`src/rtl/wt_mac_accumulator_pkg.sv`:
```
// wt_mac_accumulator_pkg: shared widths and FSM state encoding for the MAC stage
package wt_mac_accumulator_pkg;
  localparam int OP_W = 4;
  localparam int PROD_W = 8;
  typedef enum logic [1:0] {
    ST_ACC   = 2'd0,
    ST_DRAIN = 2'd1,
    ST_DONE  = 2'd2
  } state_t;
endpackage

```
`src/rtl/wt_mac_accumulator_if.sv`:
```
// wt_mac_accumulator_if: operand-in and result-out handshakes of the MAC stage
interface wt_mac_accumulator_if
  import wt_mac_accumulator_pkg::*;
#(
  parameter int ACC_W = 16
);
  logic             in_valid;
  logic             in_ready;
  logic [OP_W-1:0]  A;
  logic [OP_W-1:0]  B;
  logic             out_valid;
  logic             out_ready;
  logic [ACC_W-1:0] Sum;
  logic             ovf;
  modport master(output in_valid, A, B, out_ready, input in_ready, out_valid, Sum, ovf);
  modport slave(input in_valid, A, B, out_ready, output in_ready, out_valid, Sum, ovf);
endinterface

```
`src/rtl/WallaceTree_Mul.sv`:
```
// WallaceTree_Mul: 4x4 unsigned multiplier, partial products reduced by two 3:2 carry-save layers
module WallaceTree_Mul
  import wt_mac_accumulator_pkg::*;
(
  input  logic [OP_W-1:0]   A,
  input  logic [OP_W-1:0]   B,
  output logic [PROD_W-1:0] Result
);
  logic [PROD_W-1:0] w_pp [OP_W];
  logic [PROD_W-1:0] w_s1, w_c1, w_s2, w_c2;
  // shifted partial products, then 4 -> 3 -> 2 rows and a final carry-propagate add
  always_comb begin
    for (int i = 0; i < OP_W; i++) w_pp[i] = B[i] ? PROD_W'(A) << i : '0;
    w_s1 = w_pp[0] ^ w_pp[1] ^ w_pp[2];
    w_c1 = ((w_pp[0] & w_pp[1]) | (w_pp[0] & w_pp[2]) | (w_pp[1] & w_pp[2])) << 1;
    w_s2 = w_s1 ^ w_c1 ^ w_pp[3];
    w_c2 = ((w_s1 & w_c1) | (w_s1 & w_pp[3]) | (w_c1 & w_pp[3])) << 1;
    Result = w_s2 + w_c2;
  end
endmodule

```
`src/rtl/wt_mac_accumulator.sv`:
```
// wt_mac_accumulator: sums N_TERMS registered 4x4 products and hands the result out on a valid/ready port
module wt_mac_accumulator
  import wt_mac_accumulator_pkg::*;
#(
  parameter int N_TERMS = 4,
  parameter int ACC_W   = 16
) (
  input logic clk,
  input logic rst,
  input logic clr,
  wt_mac_accumulator_if.slave bus
);
  localparam int CNT_W = $clog2(N_TERMS + 1);
  state_t            r_state, w_next;
  logic [OP_W-1:0]   r_op_a, r_op_b;
  logic              r_s1_valid;
  logic [CNT_W-1:0]  r_term_cnt;
  logic [ACC_W-1:0]  r_acc;
  logic              r_ovf;
  logic [PROD_W-1:0] w_prod;
  logic [ACC_W:0]    w_sum;
  logic              w_accept, w_consume;
  // clr wins over both handshakes in the same cycle
  assign w_accept  = bus.in_valid && r_state == ST_ACC && !clr;
  assign w_consume = bus.out_ready && r_state == ST_DONE;
  assign w_sum     = {1'b0, r_acc} + (ACC_W + 1)'(w_prod);
  WallaceTree_Mul u_mul (
    .A      (r_op_a),
    .B      (r_op_b),
    .Result (w_prod)
  );
  // state register, frame abort returns to ACC
  always_ff @(posedge clk) r_state <= (rst || clr) ? ST_ACC : w_next;
  // last accepted term drains one cycle, then the result waits for the consumer
  always_comb begin
    w_next = r_state == ST_ACC   ? ((w_accept && r_term_cnt == CNT_W'(N_TERMS - 1)) ? ST_DRAIN : ST_ACC) :
             r_state == ST_DRAIN ? ST_DONE :
             bus.out_ready       ? ST_ACC : ST_DONE;
  end
  // handshake outputs decode from state only, Sum always shows the running total
  always_comb begin
    bus.in_ready  = r_state == ST_ACC;
    bus.out_valid = r_state == ST_DONE;
    bus.Sum       = r_acc;
    bus.ovf       = r_ovf;
  end
  // operand capture, term count and accumulation with sticky wrap flag
  always_ff @(posedge clk) begin
    if (rst || clr) begin
      r_op_a     <= '0;
      r_op_b     <= '0;
      r_s1_valid <= 1'b0;
      r_term_cnt <= '0;
      r_acc      <= '0;
      r_ovf      <= 1'b0;
    end else begin
      r_s1_valid <= w_accept;
      if (w_accept) begin
        r_op_a <= bus.A;
        r_op_b <= bus.B;
      end
      r_term_cnt <= w_consume ? '0 : w_accept ? r_term_cnt + 1'b1 : r_term_cnt;
      r_acc      <= w_consume ? '0 : r_s1_valid ? w_sum[ACC_W-1:0] : r_acc;
      r_ovf      <= w_consume ? 1'b0 : r_ovf | (r_s1_valid & w_sum[ACC_W]);
    end
  end
endmodule

```
`src/flat_wrapper.sv`:
```
// flat-port wrapper written by rule: the top's interface ports become plain ports
module wt_mac_accumulator_flat import wt_mac_accumulator_pkg::*;
#(
  parameter int N_TERMS = 4,
  parameter int ACC_W   = 16
)
  (clk, rst, clr, bus_in_valid, bus_A, bus_B, bus_out_ready, bus_in_ready, bus_out_valid, bus_Sum, bus_ovf);
  wt_mac_accumulator_if #(.ACC_W(ACC_W)) bus_i ();
  input logic clk;
  input logic rst;
  input logic clr;
  input wire logic [$bits(bus_i.in_valid)-1:0] bus_in_valid;
  input wire logic [$bits(bus_i.A)-1:0] bus_A;
  input wire logic [$bits(bus_i.B)-1:0] bus_B;
  input wire logic [$bits(bus_i.out_ready)-1:0] bus_out_ready;
  output wire logic [$bits(bus_i.in_ready)-1:0] bus_in_ready;
  output wire logic [$bits(bus_i.out_valid)-1:0] bus_out_valid;
  output wire logic [$bits(bus_i.Sum)-1:0] bus_Sum;
  output wire logic [$bits(bus_i.ovf)-1:0] bus_ovf;
  assign bus_i.in_valid = bus_in_valid;
  assign bus_i.A = bus_A;
  assign bus_i.B = bus_B;
  assign bus_i.out_ready = bus_out_ready;
  assign bus_in_ready = bus_i.in_ready;
  assign bus_out_valid = bus_i.out_valid;
  assign bus_Sum = bus_i.Sum;
  assign bus_ovf = bus_i.ovf;
  wt_mac_accumulator #(.N_TERMS(N_TERMS), .ACC_W(ACC_W)) u_core (.clk(clk), .rst(rst), .clr(clr), .bus(bus_i));
endmodule
```
`config.mk`:
```
export PLATFORM = sky130hd
export DESIGN_NAME = wt_mac_accumulator_flat
export DESIGN_NICKNAME = d
export VERILOG_FILES = /design/src/rtl/wt_mac_accumulator_pkg.sv /design/src/rtl/wt_mac_accumulator_if.sv /design/src/rtl/WallaceTree_Mul.sv /design/src/rtl/wt_mac_accumulator.sv /design/src/flat_wrapper.sv
export SDC_FILE = /design/constraint.sdc
export NUM_CORES = 1
export LEC_CHECK = 0
export ABC_AREA = 1
export CORE_UTILIZATION = 44
export DETAILED_ROUTE_END_ITERATION = 7
export PLACE_DENSITY = 0.69
export SKIP_LAST_GASP = 1
export SLEW_MARGIN = 20
export SYNTH_ARGS = -nofsm -noshare
export SYNTH_HDL_FRONTEND = slang
export SYNTH_SLANG_ARGS = --single-unit
```
`constraint.sdc`:
```
create_clock -name clk -period 3.9 [get_ports clk]
set_input_delay 0.78 -clock clk [delete_from_list [all_inputs] [get_ports clk]]
set_output_delay 0.78 -clock clk [all_outputs]
set_load 0.02 [all_outputs]
```
==> impl_metrics.py, run 1 <==
metrics = {
    "cells_and_area": {
        "nets": 386,
        "final_cell_area_mm2": 0.002681,
        "antenna_cells": 0,
        "fin_cells": 416,
        "layout-drive-gt1-share_pct": 10.03,
        "syn_to_final_growth_pct": 20.94,
        "post-route-util_pct": 56.03,
    },
    "floorplan": {
        "die_w_um": 72.99,
        "die_area_mm2": 0.005327,
        "num_rows": 25,
        "die_h_um": 72.99,
        "initial_core_util_pct": 46.33,
        "core_mm2": 0.004786,
        "ios": 32,
    },
    "clock_network": {
        "cts_tree": "built",
        "htreeDepth": 2,
        "cts_buffer_depth": 2,
        "cts_resized": 0,
        "clk_pin_slew_ns": 0.08,
        "cts_made_buffers": 5,
        "cts_sinks": 31,
        "ctsHoldBuffers": 0,
        "clkLatencyLatePin_ns": 0.29,
        "postCtsSetupRepairBufs": 0,
        "root_buffer": "clkbuf_8",
    },
    "global_routing": {
        "grt_overflow": 0,
        "antenna_found_initial": 0,
        "grt_max_degree": 21,
        "grt_pass1_wl_mm": 7.831,
        "track_usage_pct": 18.87,
        "grt_pass1_vias": 1811,
    },
    "yosys": {
        "synthTopCellsByCount": "nand2_1, inv_1, dfxtp_1, nor2_1, nand3_1",
        "yosys.area.top_type": "dfxtp_1",
        "synth_nets": 351,
        "ys_seq_area_share_pct": 27.99,
        "synth_edf_count": 0,
        "synthFlopType": "dfxtp_1",
        "yosysTopAreaCellShare_pct": 27.99,
        "async_flop_share_pct": 0,
        "ys_types": 34,
        "netlist_area_mm2": 0.002217,
        "yosys-top-cells-area": "dfxtp_1, nand2_1, ha_1, inv_1, fa_1",
        "ys.warnings.count": 0,
        "syn_area_per_cell_um2": 7.083,
        "synthCells": 313,
        "synthMostInstantiatedCell": "nand2_1",
        "ys_ff_latch": 31,
    },
    "drt": {
        "vias": 1927,
        "drt-total-wl_mm": 4.500,
        "wire_per_inst_um": 10.82,
        "ant_nets": 0,
        "drt-vias-per-instance": 4.632,
        "drc": 0,
        "first_pass_iters": 4,
        "initialDrtViolationCount": 67,
    },
    "timing": {
        "tightest_slew_ns": 0.8046,
        "drv_slew": 0,
        "setup_ws_ns": 0.3066,
        "fmax_ghz": 0.2783,
        "holdWs_ns": 0.4643,
        "finalHoldViolations": 0,
        "setup_viol": 0,
        "rsz0062_at_grt": "false",
        "maxSlewHeadroom_pct": 46.29,
        "fin_crit_sh_pct": 92.14,
        "setup_tns_ns": 0,
        "final.min_clock_period_ns": 3.593,
        "fin_skew_ns": 0.006651,
    },
    "pwr": {
        "p_per_area_mw_per_mm2": 245.8,
        "p_leak_nw": 1.373,
        "power_uw": 659.1,
        "ir_worst_vdd_uv": 194.6,
    },
    "hold_path": {
        "min_to": "u_core.bus.ovf",
        "holdPathStages": 2,
        "min_path_type": "flip-flop to flip-flop",
        "hp-start": "u_core.bus.ovf",
    },
    "setup_path": {
        "r2r_slack_ns": 0.31,
        "rr_endpoint": "u_core.bus.Sum[8]",
        "r2r_cells": 17,
        "critPathRequiredTime_ns": 4.08,
        "critPathArrivalTime_ns": 3.78,
        "cp-start-kind": "flip-flop",
        "crit_path_end_kind": "flip-flop",
        "worstSetupPathType": "flip-flop to flip-flop",
        "r2r_start": "u_core.r_op_b[0]",
        "cp_max_fo": 5,
    },
    "placed_design": {
        "place_hpwl_mm": 3.465,
        "gp_congestion": 0.8900,
        "dp_slack_ns": 0.3111,
        "dpl_cell_area_mm2": 0.002587,
        "place_inst": 408,
        "io_buffers": 31,
    },
    "status": {
        "outcome": "complete, no violations",
    },
    "flow_run": {
        "drv_cap": 0,
    },
}
-- layout by cell type, fill, tap and decap left out, types with 2 or more instances in the layout --
| master | instances |
|---|---|
| ha_1 | 18 |
| xor2_1 | 5 |
| o21ai_0 | 2 |
| clkinv_4 | 2 |
| nor2_1 | 30 |
| a21oi_1 | 16 |
| xnor2_1 | 2 |
| clkbuf_8 | 5 |
| nand3_2 | 5 |
| fa_1 | 7 |
| o21ai_1 | 9 |
| inv_1 | 52 |
| nand3_1 | 19 |
| a21oi_2 | 4 |
| nand2_1 | 85 |
| inv_2 | 3 |
| clkdlybuf4s50_1 | 31 |
| nand2_2 | 3 |
| nor2_4 | 2 |
| nor2_2 | 4 |
| dfxtp_1 | 31 |
-- routing by layer --
layer	wire length, um	GRT usage, %	up-vias	share of wire [%]
li1	-	-	1048	-
met1	2373	26.32	837	53
met2	1927	29.53	36	43
met3	160	3.315	6	3.6
met4	39	5.882	0	0.87
met5	0	0	-	0
-- where the power goes --
part           switching (mW)  internal (mW)  total, mW  leakage [nW]
registers             0.00971          0.323      0.333         0.251
logic                  0.0319         0.0270     0.0590          1.08
clock network           0.140          0.128      0.267        0.0443
-- critical path, cell delays in order, from the launching register on --
cell	delay [ns]
dfxtp_1	0.35
nand2_1	0.08
inv_1	0.05
fa_1	0.52
inv_1	0.05
fa_1	0.53
inv_1	0.04
ha_1	0.21
fa_1	0.40
xor2_1	0.16
ha_1	0.35
nand2_1	0.10
inv_1	0.11
nand3_1	0.13
o21ai_4	0.20
nand3_1	0.09
nand2_1	0.09
nor2_1	0.04
-- registers in the layout (all words and copies together) (netlist names) --
register and count:
u_core.bus.ovf 1, u_core.r_term_cnt 3, u_core.r_state 2, u_core.r_op_a 4, u_core.bus.Sum 16, u_core.r_s1_valid 1
u_core.r_op_b 4
-- worst max-delay path by stage --
stage               cells past startpoint  slack [ns]              from                 end
finish                                 17        0.31  u_core.r_op_b[0]   u_core.bus.Sum[8]
CTS                                    17        0.31  u_core.r_op_b[0]   u_core.bus.Sum[8]
global placement                       16        0.35  u_core.r_op_b[0]   u_core.bus.Sum[8]
detailed placement                     16        0.31  u_core.r_op_b[0]  u_core.bus.Sum[12]
floorplan                              16        0.52  u_core.r_op_b[0]   u_core.bus.Sum[8]
global route                           18        0.09  u_core.r_op_b[0]  u_core.bus.Sum[11]
-- final cells by class --
type	count	area, um^2
inverter	55	206.4
clock buffer	5	68.82
sequential	31	620.6
clock inverter	3	25.02
timing repair buffer	31	310.3
fill	452	2105
multi-input combinational	224	1366
tap	67	83.83
-- kinds of logic after synthesis --
logic type,Yosys count,synth area share [%]
and+or+nand+nor,155,31.83
buffers and inverters,58,10.38
AOI/OAI and AO/OA,37,10.55
DFF,31,27.99
adders and majority gates,25,16.48
xor gates and xnor gates,7,2.765
(Power assumes the default switching activity.)
==> run 2, diff against run 1 <==
--- a/config.mk
+++ b/config.mk
@@ -6,9 +6,10 @@
 export NUM_CORES = 1
 export LEC_CHECK = 0
 export ABC_AREA = 1
-export CORE_UTILIZATION = 44
+export CAP_MARGIN = 25
+export CORE_UTILIZATION = 55
 export DETAILED_ROUTE_END_ITERATION = 7
-export PLACE_DENSITY = 0.69
+export PLACE_DENSITY = 0.83
 export SKIP_LAST_GASP = 1
 export SLEW_MARGIN = 20
 export SYNTH_ARGS = -nofsm -noshare
==> impl_metrics.py, run 2 (same netlist as run 1, synthesis figures left out) <==
metrics = {
    "floorplan": {
        "die_w_um": 65.49,
        "num_rows": 22,
        "die_h_um": 65.49,
        "die_area_mm2": 0.004289,
        "core_mm2": 0.003771,
        "ios": 32,
        "initial_core_util_pct": 58.79,
    },
    "hold_path": {
        "hp-start": "u_core.bus.ovf",
        "min_path_type": "flip-flop to flip-flop",
    },
    "drt": {
        "vias": 2013,
        "ant_nets": 0,
        "drt-total-wl_mm": 4.711,
        "drc": 0,
        "drt-vias-per-instance": 5.071,
        "first_pass_iters": 4,
        "wire_per_inst_um": 11.87,
        "initialDrtViolationCount": 106,
    },
    "setup_path": {
        "max_stage_delay_ns": 0.52,
        "critical_path.slowest_cell": "fa_1",
        "worstPathCellList": "nand2_1 > inv_1 > fa_1 > inv_1 > fa_1 > inv_1 > ha_1 > fa_1 > xor2_1 > ha_1 > nand2_1 > inv_1 > nand3_1 > o21ai_4 > nand3_1 > nand2_1 > nor2_1",
        "critPathTopFamily": "adder cells",
        "r2r_start": "u_core.r_op_b[0]",
        "crit_start": "u_core.r_op_b[0]",
        "crit_top_cell": "inv_1",
        "critPathRequiredTime_ns": 4.08,
        "worstSetupPathType": "flip-flop to flip-flop",
        "worst-path-buf-inv": 4,
        "cp_max_fo": 5,
        "cp-start-kind": "flip-flop",
        "critPathArrivalTime_ns": 3.82,
        "crit_path_end_kind": "flip-flop",
        "r2r_slack_ns": 0.27,
    },
    "clock_network": {
        "postCtsSetupRepairBufs": 0,
        "clkLatencyLatePin_ns": 0.29,
        "cts_made_buffers": 5,
        "clk_pin_slew_ns": 0.07,
        "cts_sinks": 31,
        "root_buffer": "clkbuf_8",
        "cts_tree": "built",
        "cts_buffer_depth": 2,
        "htreeDepth": 2,
        "ctsHoldBuffers": 0,
        "cts_resized": 0,
    },
    "global_routing": {
        "grt_max_degree": 21,
        "track_usage_pct": 25.25,
        "antenna_found_initial": 0,
        "grt_overflow": 0,
        "grt_pass1_wl_mm": 8.273,
        "grt_pass1_vias": 1930,
    },
    "cells_and_area": {
        "regArea_um2": 620.6,
        "mostFrequentLayoutCells": "nand2_1, inv_1, clkdlybuf4s50_1, dfxtp_1, nor2_1",
        "post-route-util_pct": 71.50,
        "multi_input_area_mm2": 0.001366,
        "nets": 386,
        "fin_cells": 397,
        "final_common_cell": "nand2_1",
        "fillCellCount": 295,
        "layout-drive-gt1-share_pct": 9.742,
        "largest_register_ffs": 16,
        "antenna_cells": 0,
        "syn_to_final_growth_pct": 21.61,
    },
    "pwr": {
        "switchingPower_uw": 170.6,
        "ir_worst_vdd_uv": 215.9,
        "p_per_area_mw_per_mm2": 287.9,
        "p_int_uw": 605.8,
        "power_uw": 776.4,
        "swShare_pct": 21.97,
        "pwr-share-comb_pct": 7.7,
        "clockPowerShare_pct": 49.4,
        "p_seq_share_pct": 42.9,
        "p_leak_nw": 1.394,
    },
    "placed_design": {
        "place_hpwl_mm": 3.465,
        "gp_congestion": 0.8838,
        "place_inst": 389,
        "io_buffers": 31,
        "dp_slack_ns": 0.3041,
    },
    "timing": {
        "fin_skew_ns": 0.009550,
        "setup_viol": 0,
        "fmax_ghz": 0.2752,
        "fin_crit_sh_pct": 93.19,
        "setup_ws_ns": 0.2656,
        "final.min_clock_period_ns": 3.634,
        "rsz0062_at_grt": "false",
        "finalHoldViolations": 0,
        "setup_tns_ns": 0,
        "drv_slew": 0,
        "maxSlewHeadroom_pct": 47.23,
        "tightest_slew_ns": 0.7905,
    },
    "status": {
        "outcome": "complete, no violations",
    },
    "flow_run": {
        "drv_cap": 0,
    },
}
## run 2: routing by layer
layer | wire length [um] | track usage, % | vias up
li1 | - | - | 1048
met1 | 2147 | 31.32 | 909
met2 | 2186 | 43.04 | 45
met3 | 281 | 4.514 | 11
met4 | 95 | 9.783 | 0
met5 | 0 | 0 | -
## run 2: worst min-delay path: stages (launching register included)
cell	delay [ns]
dfxtp_1	0.31
inv_1	0.05
a21oi_1	0.05
## run 2: area by class of cell
class / instances / share of cell area [%]
Clock buffer: 6 / 2.691
Clock inverter: 2 / 2.227
Inverter: 55 / 7.657
Multi-Input combinational cell: 224 / 50.67
Sequential cell: 31 / 23.02
Tap cell: 48 / 2.227
Timing Repair Buffer: 31 / 11.51
## run 2: final timing paths
path / endpoint / cells past startpoint
max: u_core.bus.Sum[8] / 17
min: u_core.bus.ovf / 2
max reg2reg: u_core.bus.Sum[8] / 17
min reg2reg: u_core.bus.ovf / 2
## run 2: power groups by stage
stage / clock network [mW] / logic [mW] / registers, mW
global placement: 0 / 0.0581 / 0.340
finish: 0.383 / 0.0596 / 0.333
detailed placement: 0 / 0.0590 / 0.340
floorplan: 0 / 0.0377 / 0.338
CTS: 0.387 / 0.0598 / 0.333
global route: 0.399 / 0.0675 / 0.335
## run 2: per-stage QoR
stage / instance area (um^2) / hold slack, ns
finish: 2696 / 0.4552
global route: 2696 / 0.4955
CTS: 2696 / 0.4638
detailed placement: 2564 / 0.4481
global placement: 2564 / 0.4403
floorplan: 2217 / 0.4283
==> run 3, diff against run 2 <==
--- a/config.mk
+++ b/config.mk
@@ -8,6 +8,7 @@
 export ABC_AREA = 1
 export CAP_MARGIN = 25
 export CORE_UTILIZATION = 55
+export CTS_CLUSTER_SIZE = 10
 export DETAILED_ROUTE_END_ITERATION = 7
 export PLACE_DENSITY = 0.83
 export SKIP_LAST_GASP = 1
==> results of run 3 <==
The final DEF is identical to that of run 2; final timing and power are the same.
==> edit: new RTL, flow settings as in run 2 <==
`ACC_W` is set to 16 in 3 places; all go to 20.
--- a/src/rtl/wt_mac_accumulator_if.sv
+++ b/src/rtl/wt_mac_accumulator_if.sv
@@ -3,5 +3,5 @@
   import wt_mac_accumulator_pkg::*;
 #(
-  parameter int ACC_W = 16
+  parameter int ACC_W = 20
 );
   logic             in_valid;
--- a/src/rtl/wt_mac_accumulator.sv
+++ b/src/rtl/wt_mac_accumulator.sv
@@ -4,5 +4,5 @@
 #(
   parameter int N_TERMS = 4,
-  parameter int ACC_W   = 16
+  parameter int ACC_W   = 20
 ) (
   input logic clk,
--- a/src/flat_wrapper.sv
+++ b/src/flat_wrapper.sv
@@ -3,5 +3,5 @@
 #(
   parameter int N_TERMS = 4,
-  parameter int ACC_W   = 16
+  parameter int ACC_W   = 20
 )
   (clk, rst, clr, bus_in_valid, bus_A, bus_B, bus_out_ready, bus_in_ready, bus_out_valid, bus_Sum, bus_ovf);
Interface: changed (resized bus_Sum); port bits go from 32 to 36. No check against the original RTL was run, so the function may have changed too.
==> edit against run 2 <==
First-iteration DRC count increased by 36%; count of clock-buffer cells in the layout increased by 1; sequential power increased by 11%; largest cell class unchanged; core utilization decreased by 1.5 points; clock power decreased by 32%; critical endpoint is now u_core.bus.Sum[11]; clock skew decreased by 2.7 ps; worst hold slack improved by 1.7 ps; design area increased by 5.3%; total power decreased by 12%; combinational power decreased by 14%; area after synthesis increased by 5.7%; wire length increased by 12%; sequential cell count increased by 4; setup slack got worse by 47 ps.
==> edit: results (changes against run 2) <==
largest net degree at the start of global routing 22 (was 21); Synthesized Nets 383 (was 351); fraction of layout cells with a size suffix above 1 5.96% (was 9.74%); post-synthesis sequential area ratio 29.9% (was 28.0%); PortBufs 35 (was 31); Synth area leaders dfxtp_1, nand2_1, inv_1 (was dfxtp_1, nand2_1, ha_1); total track usage 25.4% (was 25.2%); R2R cell count 18 (was 17); detail-routed via count per cell 5.05 (was 5.07); max reg flops 20 (was 16); RD Place Congestion 0.896 (was 0.884); placed cells 427 (was 389); Routed WL 5280 µm (was 4710 µm); VDD IR-drop max 0.184 mV (was 0.216 mV); grt met2 use 39.8% (was 43.0%); met3 global-route usage 6.08% (was 4.51%); GRT met1 Usage 33.5% (was 31.3%); Post-DP Area 2740 µm² (was 2560 µm²); first-pass GRT wire length 8620 µm (was 8270 µm); CP arrival 3910 ps (was 3820 ps); status completed (unchanged); dpl hpwl 3930 µm (was 3470 µm); Worst Skew 6.86 ps (was 9.55 ps); number of global-route vias before repair 1,950 (was 1,930); P_leak 1.44 nW (was 1.39 nW); pre-CTS setup slack 220 ps (was 304 ps)
## edit: changes by cell type after synthesis, moves of 4 or more
| cell | delta |
|---|---|
| o21ai_1 | -9 |
| nand2_1 | +5 |
| nand3_1 | +11 |
| a21oi_1 | +9 |
| dfxtp_1 | +4 |
| nor2_1 | +11 |
| o21ai_0 | +9 |
| inv_1 | +5 |
## edit: logic make-up after synthesis
kind of cell,share of synthesized area [%]
and+or+nand+nor,31.7
xor gates and xnor gates,2.24
adders and majority gates,15.1
DFF,29.9
buffers and inverters,10.4
AOI/OAI and AO/OA,10.7
## edit: cell type report
type,count,area (µm²)
clock buffer,7,76.3
clock inverter,1,5.00
fill,345,1220
inverter,59,221
multi-input combinational,248,1420
sequential,35,701
tap,50,62.6
timing repair buffer,36,358
## edit: layer usage
layer / share of wire [%] / vias up / routed length, µm
met5: 0 / - / 0
li1: - / 1168 / -
met3: 5.1 / 11 / 271
met4: 1.8 / 0 / 95
met1: 48 / 955 / 2540
met2: 45 / 69 / 2370
## edit: worst paths after layout
check,from,to,slack (ps)
worst max register to register,u_core.r_op_b[0],u_core.bus.Sum[11],220
worst min register to register,u_core.r_term_cnt[1],u_core.r_term_cnt[1],460
worst min-delay path,u_core.r_term_cnt[1],u_core.r_term_cnt[1],460
worst max-delay path,u_core.r_op_b[0],u_core.bus.Sum[11],220
## edit: what timing repair did
item | in CTS | in global routing
endpoints found under the setup margin | 0 | 9
setup buffers | 0 | 1
hold buffers | 0 | 0
resized for setup | 0 | 4
## edit: power breakdown
group / total [mW] / switching, mW / internal, mW
clock: 0.262 / 0.136 / 0.125
sequential: 0.370 / 0.00757 / 0.363
combinational: 0.0512 / 0.0269 / 0.0243
